==> config.mk <==
export PLATFORM = sky130hd
export DESIGN_NAME = turn_queue
export DESIGN_NICKNAME = d
export VERILOG_FILES = /design/src/rtl/turn_queue.sv
export SDC_FILE = /design/constraint.sdc
export NUM_CORES = 1
export LEC_CHECK = 0
export CORE_ASPECT_RATIO = 1.1
export CORE_MARGIN = 2
export CORE_UTILIZATION = 58
export DETAILED_ROUTE_END_ITERATION = 16
export GPL_TIMING_DRIVEN = 1
export PLACE_DENSITY_LB_ADDON = 0.1
export RECOVER_POWER = 100
export REMOVE_ABC_BUFFERS = 1
export SLEW_MARGIN = 25
export SYNTH_ARGS = -nofsm -noshare
export SYNTH_HDL_FRONTEND = slang
export SYNTH_SLANG_ARGS = --single-unit
==> constraint.sdc <==
create_clock -name clk -period 4.5 [get_ports clk]
set_input_delay 0.9 -clock clk [delete_from_list [all_inputs] [get_ports clk]]
set_output_delay 0.9 -clock clk [all_outputs]
set_load 0.01 [all_outputs]
==> src/rtl/turn_queue.sv <==
//==============================================================================
// Module   : turn_queue
// Purpose  : Per-player queue of pending snake turns. Button clicks are
//            edge-detected and queued; each game step pops at most one turn
//            per channel and rotates that channel's heading.
// Config   : TURN_QUEUE_OVERWRITE_EN - when defined, a push into a full
//            queue replaces the newest entry instead of being dropped.
// Encoding : mode  : 0 MENU, 1 GAME, 2 PAUSE, 3 OVER
//            dir   : 0 UP, 1 RIGHT, 2 DOWN, 3 LEFT (2 bits per channel)
// Revision : 1.0 - initial release
//==============================================================================
`default_nettype none

module turn_queue #(
  parameter int N_CH  = 2,
  parameter int DEPTH = 4
) (
  input  logic                              clk,
  input  logic                              rst,
  input  logic                              tick,
  input  logic [1:0]                        mode,
  input  logic [N_CH-1:0]                   left,
  input  logic [N_CH-1:0]                   right,
  output logic [2*N_CH-1:0]                 dir,
  output logic [N_CH*$clog2(DEPTH+1)-1:0]   pending,
  output logic [N_CH-1:0]                   ovf,
  output logic [N_CH-1:0]                   turned
);

  localparam int              CW       = $clog2(DEPTH + 1);
  localparam int              PW       = $clog2(DEPTH);
  localparam logic [1:0]      GAME     = 2'd1;
  localparam logic [1:0]      D_UP     = 2'd0;
  localparam logic [1:0]      D_RIGHT  = 2'd1;
  localparam logic [1:0]      D_DOWN   = 2'd2;
  localparam logic [1:0]      D_LEFT   = 2'd3;
  localparam logic [CW-1:0]   FULL_CNT = CW'(DEPTH);
  localparam logic [CW-1:0]   CNT_ONE  = CW'(1);
  localparam logic [PW-1:0]   PTR_ONE  = PW'(1);

  // Heading after one turn; an unknown encoding falls back to UP.
  function automatic logic [1:0] f_turn(input logic [1:0] d, input logic is_r);
    logic [1:0] n;
    case (d)
      D_UP:    n = is_r ? D_RIGHT : D_LEFT;
      D_RIGHT: n = is_r ? D_DOWN  : D_UP;
      D_DOWN:  n = is_r ? D_LEFT  : D_RIGHT;
      D_LEFT:  n = is_r ? D_UP    : D_DOWN;
      default: n = D_UP;
    endcase
    return n;
  endfunction

  logic tick_q;
  logic w_step;
  logic w_active;

  assign w_step   = tick & ~tick_q;
  assign w_active = (mode == GAME);

  // Shared game-step edge history.
  always_ff @(posedge clk) begin
    if (rst) tick_q <= 1'b0;
    else     tick_q <= tick;
  end

  for (genvar i = 0; i < N_CH; i++) begin : g_ch
    logic          left_q, right_q;
    logic [PW-1:0] rptr_q, rptr_d, wptr_q, wptr_d;
    logic [CW-1:0] cnt_q, cnt_d;
    logic [1:0]    dir_q, dir_d;
    logic          ovf_q, ovf_d;
    logic          turned_q, turned_d;
    logic          mem_q [DEPTH];
    logic          w_click_l, w_click_r, w_push, w_pop, w_full, w_push_acc;
    logic          w_wr_en;
    logic [PW-1:0] w_wr_addr;

    assign w_click_l = left[i]  & ~left_q;
    assign w_click_r = right[i] & ~right_q;
    // Both buttons clicked together is ambiguous, so it is dropped entirely.
    assign w_push    = w_active & (w_click_l ^ w_click_r);
    assign w_pop     = w_active & w_step & (cnt_q != '0);
    assign w_full    = (cnt_q == FULL_CNT);

    // Queue bookkeeping and heading update for this channel.
    always_comb begin
      rptr_d     = rptr_q;
      wptr_d     = wptr_q;
      cnt_d      = cnt_q;
      dir_d      = dir_q;
      ovf_d      = ovf_q;
      turned_d   = w_pop;
      w_push_acc = 1'b0;
      w_wr_en    = 1'b0;
      w_wr_addr  = wptr_q;

      // The pop reads the entry stored before this edge, so a click arriving
      // with the step is queued and never applied in the same cycle.
      if (w_pop) begin
        rptr_d = rptr_q + PTR_ONE;
        dir_d  = f_turn(dir_q, mem_q[rptr_q]);
      end

      if (w_push) begin
        if (!w_full || w_pop) begin
          w_push_acc = 1'b1;
          w_wr_en    = 1'b1;
          wptr_d     = wptr_q + PTR_ONE;
        end else begin
          ovf_d = 1'b1;
`ifdef TURN_QUEUE_OVERWRITE_EN
          w_wr_en   = 1'b1;
          w_wr_addr = wptr_q - PTR_ONE;
`endif
        end
      end

      if (w_push_acc && !w_pop)      cnt_d = cnt_q + CNT_ONE;
      else if (!w_push_acc && w_pop) cnt_d = cnt_q - CNT_ONE;

      // Outside GAME the channel idles and the queue restarts empty.
      if (!w_active) begin
        rptr_d   = '0;
        wptr_d   = '0;
        cnt_d    = '0;
        dir_d    = D_UP;
        ovf_d    = 1'b0;
        turned_d = 1'b0;
        w_wr_en  = 1'b0;
      end
    end

    // Channel state registers and button edge history.
    always_ff @(posedge clk) begin
      if (rst) begin
        left_q   <= 1'b0;
        right_q  <= 1'b0;
        rptr_q   <= '0;
        wptr_q   <= '0;
        cnt_q    <= '0;
        dir_q    <= D_UP;
        ovf_q    <= 1'b0;
        turned_q <= 1'b0;
      end else begin
        left_q   <= left[i];
        right_q  <= right[i];
        rptr_q   <= rptr_d;
        wptr_q   <= wptr_d;
        cnt_q    <= cnt_d;
        dir_q    <= dir_d;
        ovf_q    <= ovf_d;
        turned_q <= turned_d;
      end
    end

    // Turn storage: 1 = right turn, 0 = left turn; contents are don't-care
    // while empty, so no reset is needed.
    always_ff @(posedge clk) begin
      if (w_wr_en && !rst) mem_q[w_wr_addr] <= w_click_r;
    end

    assign dir[2*i +: 2]      = w_active ? dir_q : D_UP;
    assign pending[i*CW +: CW] = w_active ? cnt_q : '0;
    assign ovf[i]             = w_active & ovf_q;
    assign turned[i]          = w_active & turned_q;
  end

endmodule

`default_nettype wire
# After elaboration in Yosys (flattened, before gate mapping)
# Memories as Yosys holds them, arrays and structs flattened. A register that Yosys moved wholly into a read port is not among the register bits.
# Cells that the tools add are included.
classes:
  add_sub_neg: 8
  reduce_logical: 26
  n_eq_ne: 9
  shifts: 0
  multipliers: 0
  magnitude_cmp: 0
  div_mod_pow: 0
  mux: 32
  bitwise: 24
ops:
  columns: ["operator", "n"]
  rows:
  - ["$mux 2", 14]
  - ["$mux 3", 6]
  - ["$pmux 2 s4", 2]
  - ["$and 1x1->1", 14]
  - ["$mux 1", 10]
  - ["$add 2x1->2 const B", 4]
  - ["$eq 2x2->1 const B", 4]
  - ["$not 1->1", 8]
  - ["$reduce_and 2->1", 4]
  - ["$logic_not 1->1", 7]
  - ["$add 3x1->3 const B", 2]
  - ["$eq 2x1->1 const B", 3]
  - ["$eq 3x3->1 const B", 2]
  - ["$logic_and 1x1->1", 6]
  - ["$reduce_bool 3->1", 2]
  - ["$sub 3x1->3 const B", 2]
  - ["$logic_not 2->1", 2]
  - ["$reduce_bool 2->1", 2]
  - ["$logic_or 1x1->1", 2]
  - ["$reduce_or 2->1", 1]
  - ["$xor 1x1->1", 2]
word_totals:
  input_bits: 9
  ff_bits: 27
  mem_count: 2
  out_inout_bits: 14
  rom_bits: 0
  latch_bits: 0
  mem_bits_rw: 8
memory_table:
  columns: ["memory", "words", "word_bits", "rd", "rd_ports_with_merged_regs", "write_ports", "line_no", "rtl"]
  rows:
  - ["g_ch[0].mem_q", 4, 1, 1, 1, 1, "74", "logic mem_q [DEPTH];"]
  - ["g_ch[1].mem_q", 4, 1, 1, 1, 1, "74", null]

# Depth between registers and ports, before layout
logic_depth:
  word_depth: 11
  depth_mapped: 9
  mapped_depth_nobuf: 9

# Least setup slack after synthesis
# OpenSTA, ideal clock, no wires.
synth_path:
  kind: "in2reg"
  from: "input mode[1]"
  to: "register g_ch[1].cnt_q[2]"
  path_slack_ps: 1735
  setup_time_ps: 70
  required_time_ps: 4430
  path_stages: 9
  arrival_time_ps: 2695
  path_buffers: 0
  path_cell_list: "and4bb_4 > nor4b_4 > nor3_1 > ha_1 > inv_1 > fa_1 > xor2_1 > or3_1 > a21oi_1"
synth_via:
  elab_chain_len: 9
  elab_cells_between_ends: 15
  classes_between: "eq/ne (1); mux (3); bitwise (4); reduce/logical (7)"
synth_lines:
  columns: ["element", "line_no", "rtl"]
  rows:
  - ["start: declaration", "21", "input logic [1:0] mode,"]
  - ["$eq 2x1->1 (*)", "59", "assign w_active = (mode == GAME);"]
  - ["$and 1x1->1 (2 in a row)", "83", "assign w_pop = w_active & w_step & (cnt_q != '0);"]
  - ["$logic_or 1x1->1", "106", "if (!w_full || w_pop) begin"]
  - ["$mux 1", "106", null]
  - ["$mux 1 (*)", "105", "if (w_push) begin"]
  - ["named net g_ch[1].w_push_acc", "75", "logic w_click_l, w_click_r, w_push, w_pop, w_full, w_push_acc;"]
  - ["$logic_not 1->1", "120", "else if (!w_push_acc && w_pop) cnt_d = cnt_q - CNT_ONE;"]
  - ["$logic_and 1x1->1", "120", null]
  - ["$reduce_bool 2->1 (no line)", null, null]
  - ["end signal: assignment", "150", "cnt_q <= cnt_d;"]
  - ["end: declaration", "70", "logic [CW-1:0] cnt_q, cnt_d;"]
# Mark *: on every way through the listed nets, which the timed path passes. The rest lies on a longest branch.
# A chain may end at the register's enable or synchronous reset.

# Worst setup path in the final report
layout_path:
  from: "input mode[1]"
  to: "output pending[3]"
layout_via:
  elab_chain_len: 2
layout_lines:
  columns: ["element", "line_no", "rtl"]
  rows:
  - ["$eq 2x1->1", "59", null]
  - ["$mux 3", "164", "assign pending[i*CW +: CW] = w_active ? cnt_q : '0;"]
  - ["end: declaration", "25", "output logic [N_CH*$clog2(DEPTH+1)-1:0] pending,"]
# No other way between the ends.

==> load_flow_metrics.sql <==
INSERT INTO impl_metrics (metric_group, metric, value, unit) VALUES
('setup_path', 'crit_path_max_fanout', '19', ''),
('global_route', 'grt_max_degree', '23', ''),
('floorplan', 'floorplan.initialDensity', '60.55', '%'),
('global_route', 'via_count_of_the_first_global_routing_pass', '1305', ''),
('setup_path', 'r2r_slack', '1.69', 'ns'),
('timing', 'rsz0062_at_grt', 'false', ''),
('cells_and_area', 'layout-drive-gt1-share', '6.154', '%'),
('clock_tree', 'htree_levels', '2', ''),
('clock_tree', 'cts-root-to-sink-buffers', '2', ''),
('floorplan', 'placement_rows', '21', ''),
('setup_path', 'critPathLaunch', 'mode[1]', ''),
('power', 'clkPwrFrac', '29.7', '%'),
('routing', 'detailed_router_s_first_iteration_violation_count', '56', ''),
('cells_and_area', 'multi_input_comb_area', '913.4', 'µm²'),
('routing', 'postRouteWirelength', '3.291', 'mm'),
('setup_path', 'path_class', 'input port to primary output', ''),
('placement', 'port_buffers', '22', ''),
('synthesis', 'asyncSetResetFlopFracSynth', '0', '%'),
('timing', 'timing.slew.headroom', '28.06', '%'),
('setup_path', 'start_kind', 'input port', ''),
('hold_path', 'timing.hold.worst.class', 'flop to flop', ''),
('flow_run', 'maxCapViolCount', '0', ''),
('routing', 'drc', '0', ''),
('global_route', 'antenna_violations_before_repair', '0', ''),
('power', 'seqPwrFrac', '62.3', '%'),
('setup_path', 'worst_r2r_path_depth', '9', ''),
('floorplan', 'number_of_top_level_pins', '23', ''),
('cells_and_area', 'syn_to_final_growth', '14.64', '%'),
('setup_path', 'worstPathArrival', '2.94', 'ns'),
('cells_and_area', 'num_antenna_cells', '0', ''),
('power', 'netSwitchingPower', '0.0001439', 'W'),
('clock_tree', 'cts_buffers', '5', ''),
('timing', 'setup_total_negative_slack', '0', 'ns'),
('synthesis', 'yosys_warnings', '0', ''),
('routing', 'ant_nets', '0', ''),
('synthesis', 'netlist_area', '1846', 'µm²'),
('synthesis', 'synthesized_area_divided_by_synthesized_cell_count', '10.86', 'µm²'),
('global_route', 'grt.overflow.total', '0', ''),
('clock_tree', 'cts.sinks', '39', ''),
('cells_and_area', 'layout.filler_cells', '251', ''),
('setup_path', 'r2r-end', 'g_ch[0].cnt_q[2]', ''),
('timing', 'worst_hold_slack', '0.4876', 'ns'),
('synthesis', 'seq_area_frac_synth', '46.64', '%'),
('timing', 'timing_max_transition_violations_final', '0', ''),
('hold_path', 'worstHoldEndpoint', 'g_ch[1].ovf_q', ''),
('timing', 'timing.final.crit_share', '85.22', '%'),
('power', 'combPwrFrac', '8.0', '%'),
('floorplan', 'core_area', '3048', 'µm²'),
('setup_path', 'worst_ep_required_time', '3.60', 'ns'),
('hold_path', 'timing.hold.worst_path_depth', '2', ''),
('placement', 'place_congestion', '0.8321', ''),
('timing', 'final-setup-viol-count', '0', ''),
('hold_path', 'hold_path_startpoint', 'g_ch[1].ovf_q', ''),
('power', 'cellPowerDensity', '275.3', 'nW/µm²'),
('synthesis', 'synth_seq_cells', '39', ''),
('floorplan', 'fp.dieW', '57.79', 'µm'),
('timing', 'timing.clock.skew', '0.005321', 'ns'),
('run_status', 'result_of_the_run', 'finished, final reports clean', ''),
('power', 'internal_power', '0.0004386', 'W'),
('timing', 'worst_pin_slew', '1.064', 'ns'),
('global_route', 'grtUsageTotal', '20.97', '%'),
('routing', 'post_drt_via_cell_ratio', '5.459', ''),
('cells_and_area', 'layout.area.seq', '860.8', 'µm²'),
('synthesis', 'most_used_flip_flop_cell_after_synthesis', 'sky130_fd_sc_hd__dfxtp_1', ''),
('placement', 'post-dp-hpwl', '2.396', 'mm'),
('power', 'worst_ir_drop_on_vdd', '0.2720', 'mV'),
('power', 'leakage_power', '0.7789', 'nW'),
('power', 'switching_fraction', '24.71', '%'),
('clock_tree', 'hold_buffers', '0', ''),
('clock_tree', 'register_clock_pin_slew_on_the_reported_worst_setup_and_hold_paths', '0.11', 'ns'),
('synthesis', 'cells_after_synthesis', '170', '');
## per-layer routing
layer	vias to the layer above	part of all wire (%)	GRT usage [%]	routed length [µm]
met5	-	0	0	0
li1	629	-	-	-
met1	585	44	24.30	1434
met3	8	3.6	3.080	118
met2	28	50	36.65	1657
met4	0	2.4	10.76	80
## synthesized netlist by cell type (4+ instances only)
cell type,number,share of area (%)
sky130_fd_sc_hd__a21oi_1,8,2.2
sky130_fd_sc_hd__and2_1,22,7.5
sky130_fd_sc_hd__clkbuf_1,6,1.2
sky130_fd_sc_hd__dfxtp_1,31,34
sky130_fd_sc_hd__edfxtp_1,8,13
sky130_fd_sc_hd__ha_1,10,6.8
sky130_fd_sc_hd__inv_1,6,1.2
sky130_fd_sc_hd__nor2_1,16,3.3
sky130_fd_sc_hd__nor2b_1,6,2.0
sky130_fd_sc_hd__o21ai_0,4,1.1
sky130_fd_sc_hd__o31ai_1,4,1.6
sky130_fd_sc_hd__or3_1,4,1.4
sky130_fd_sc_hd__xor2_1,14,6.6
## power by group through the flow
stage,Combinational [W],Sequential [W],Clock (W)
after global placement,0.0000455,0.000371,0
after floorplan,0.0000305,0.000370,0
final,0.0000464,0.000363,0.000173
after CTS,0.0000487,0.000363,0.000178
after global routing,0.0000517,0.000364,0.000192
after detailed placement,0.0000485,0.000371,0
## worst max path at each step
stage / endpoint / slack [ns]
after floorplan: g_ch[1].cnt_q[2] / 1.72
after global placement: g_ch[0].cnt_q[2] / 1.14
after detailed placement: g_ch[0].cnt_q[2] / 1.04
after CTS: pending[0] / 1.11
after global routing: pending[3] / 0.53
final: pending[3] / 0.66
## metrics by stage
step                      setup WS (ns)  total power (W)  std cells  cell area [µm²]  utilization [%]
after floorplan                   1.724        0.0004009        164             1823                -
after global placement            1.141        0.0004164        221             2093            68.68
after detailed placement          1.040        0.0004196        221             2093            68.68
after CTS                         1.114        0.0005898        229             2146            70.40
after global routing             0.5254        0.0006070        229             2116            69.42
final                            0.6649        0.0005825        229             2116            69.42
## logic make-up (layout without fill, tap and decap cells)
group	count (synthesis)	count (layout)	synth area share [%]
XOR/XNOR	16	16	7.594
AO/OA/AOI/OAI	22	22	7.864
adder cells (fa/ha/maj)	12	12	8.949
multiplexers	4	4	3.525
flip-flops	39	39	46.64
AND/OR/NAND/NOR	65	65	22.98
buffers and inverters	12	37	2.441
## area by class of cell
type	count	area share (%)
Tap cell	34	2.011
Timing Repair Buffer	23	10.59
Inverter	6	1.064
Clock buffer	5	1.774
Multi-Input combinational cell	119	43.17
Sequential cell	39	40.69
Clock inverter	3	0.7096
## layout by cell type, fill, tap and decap left out, drive strengths merged, types with 7 or more instances in the layout
master / count
dlygate4sd3: 7
xor2: 14
and2: 22
clkdlybuf4s50: 15
ha: 10
nor2: 16
edfxtp: 8
a21oi: 8
dfxtp: 31
## worst max-delay path: stages
cell                            delay (ns)
sky130_fd_sc_hd__dlygate4sd3_1        0.56
sky130_fd_sc_hd__nor2b_1              0.11
sky130_fd_sc_hd__clkbuf_1             0.55
sky130_fd_sc_hd__and2_1               0.21
sky130_fd_sc_hd__dlygate4sd3_1        0.60
No activity file was read; power rests on OpenSTA's default activity.
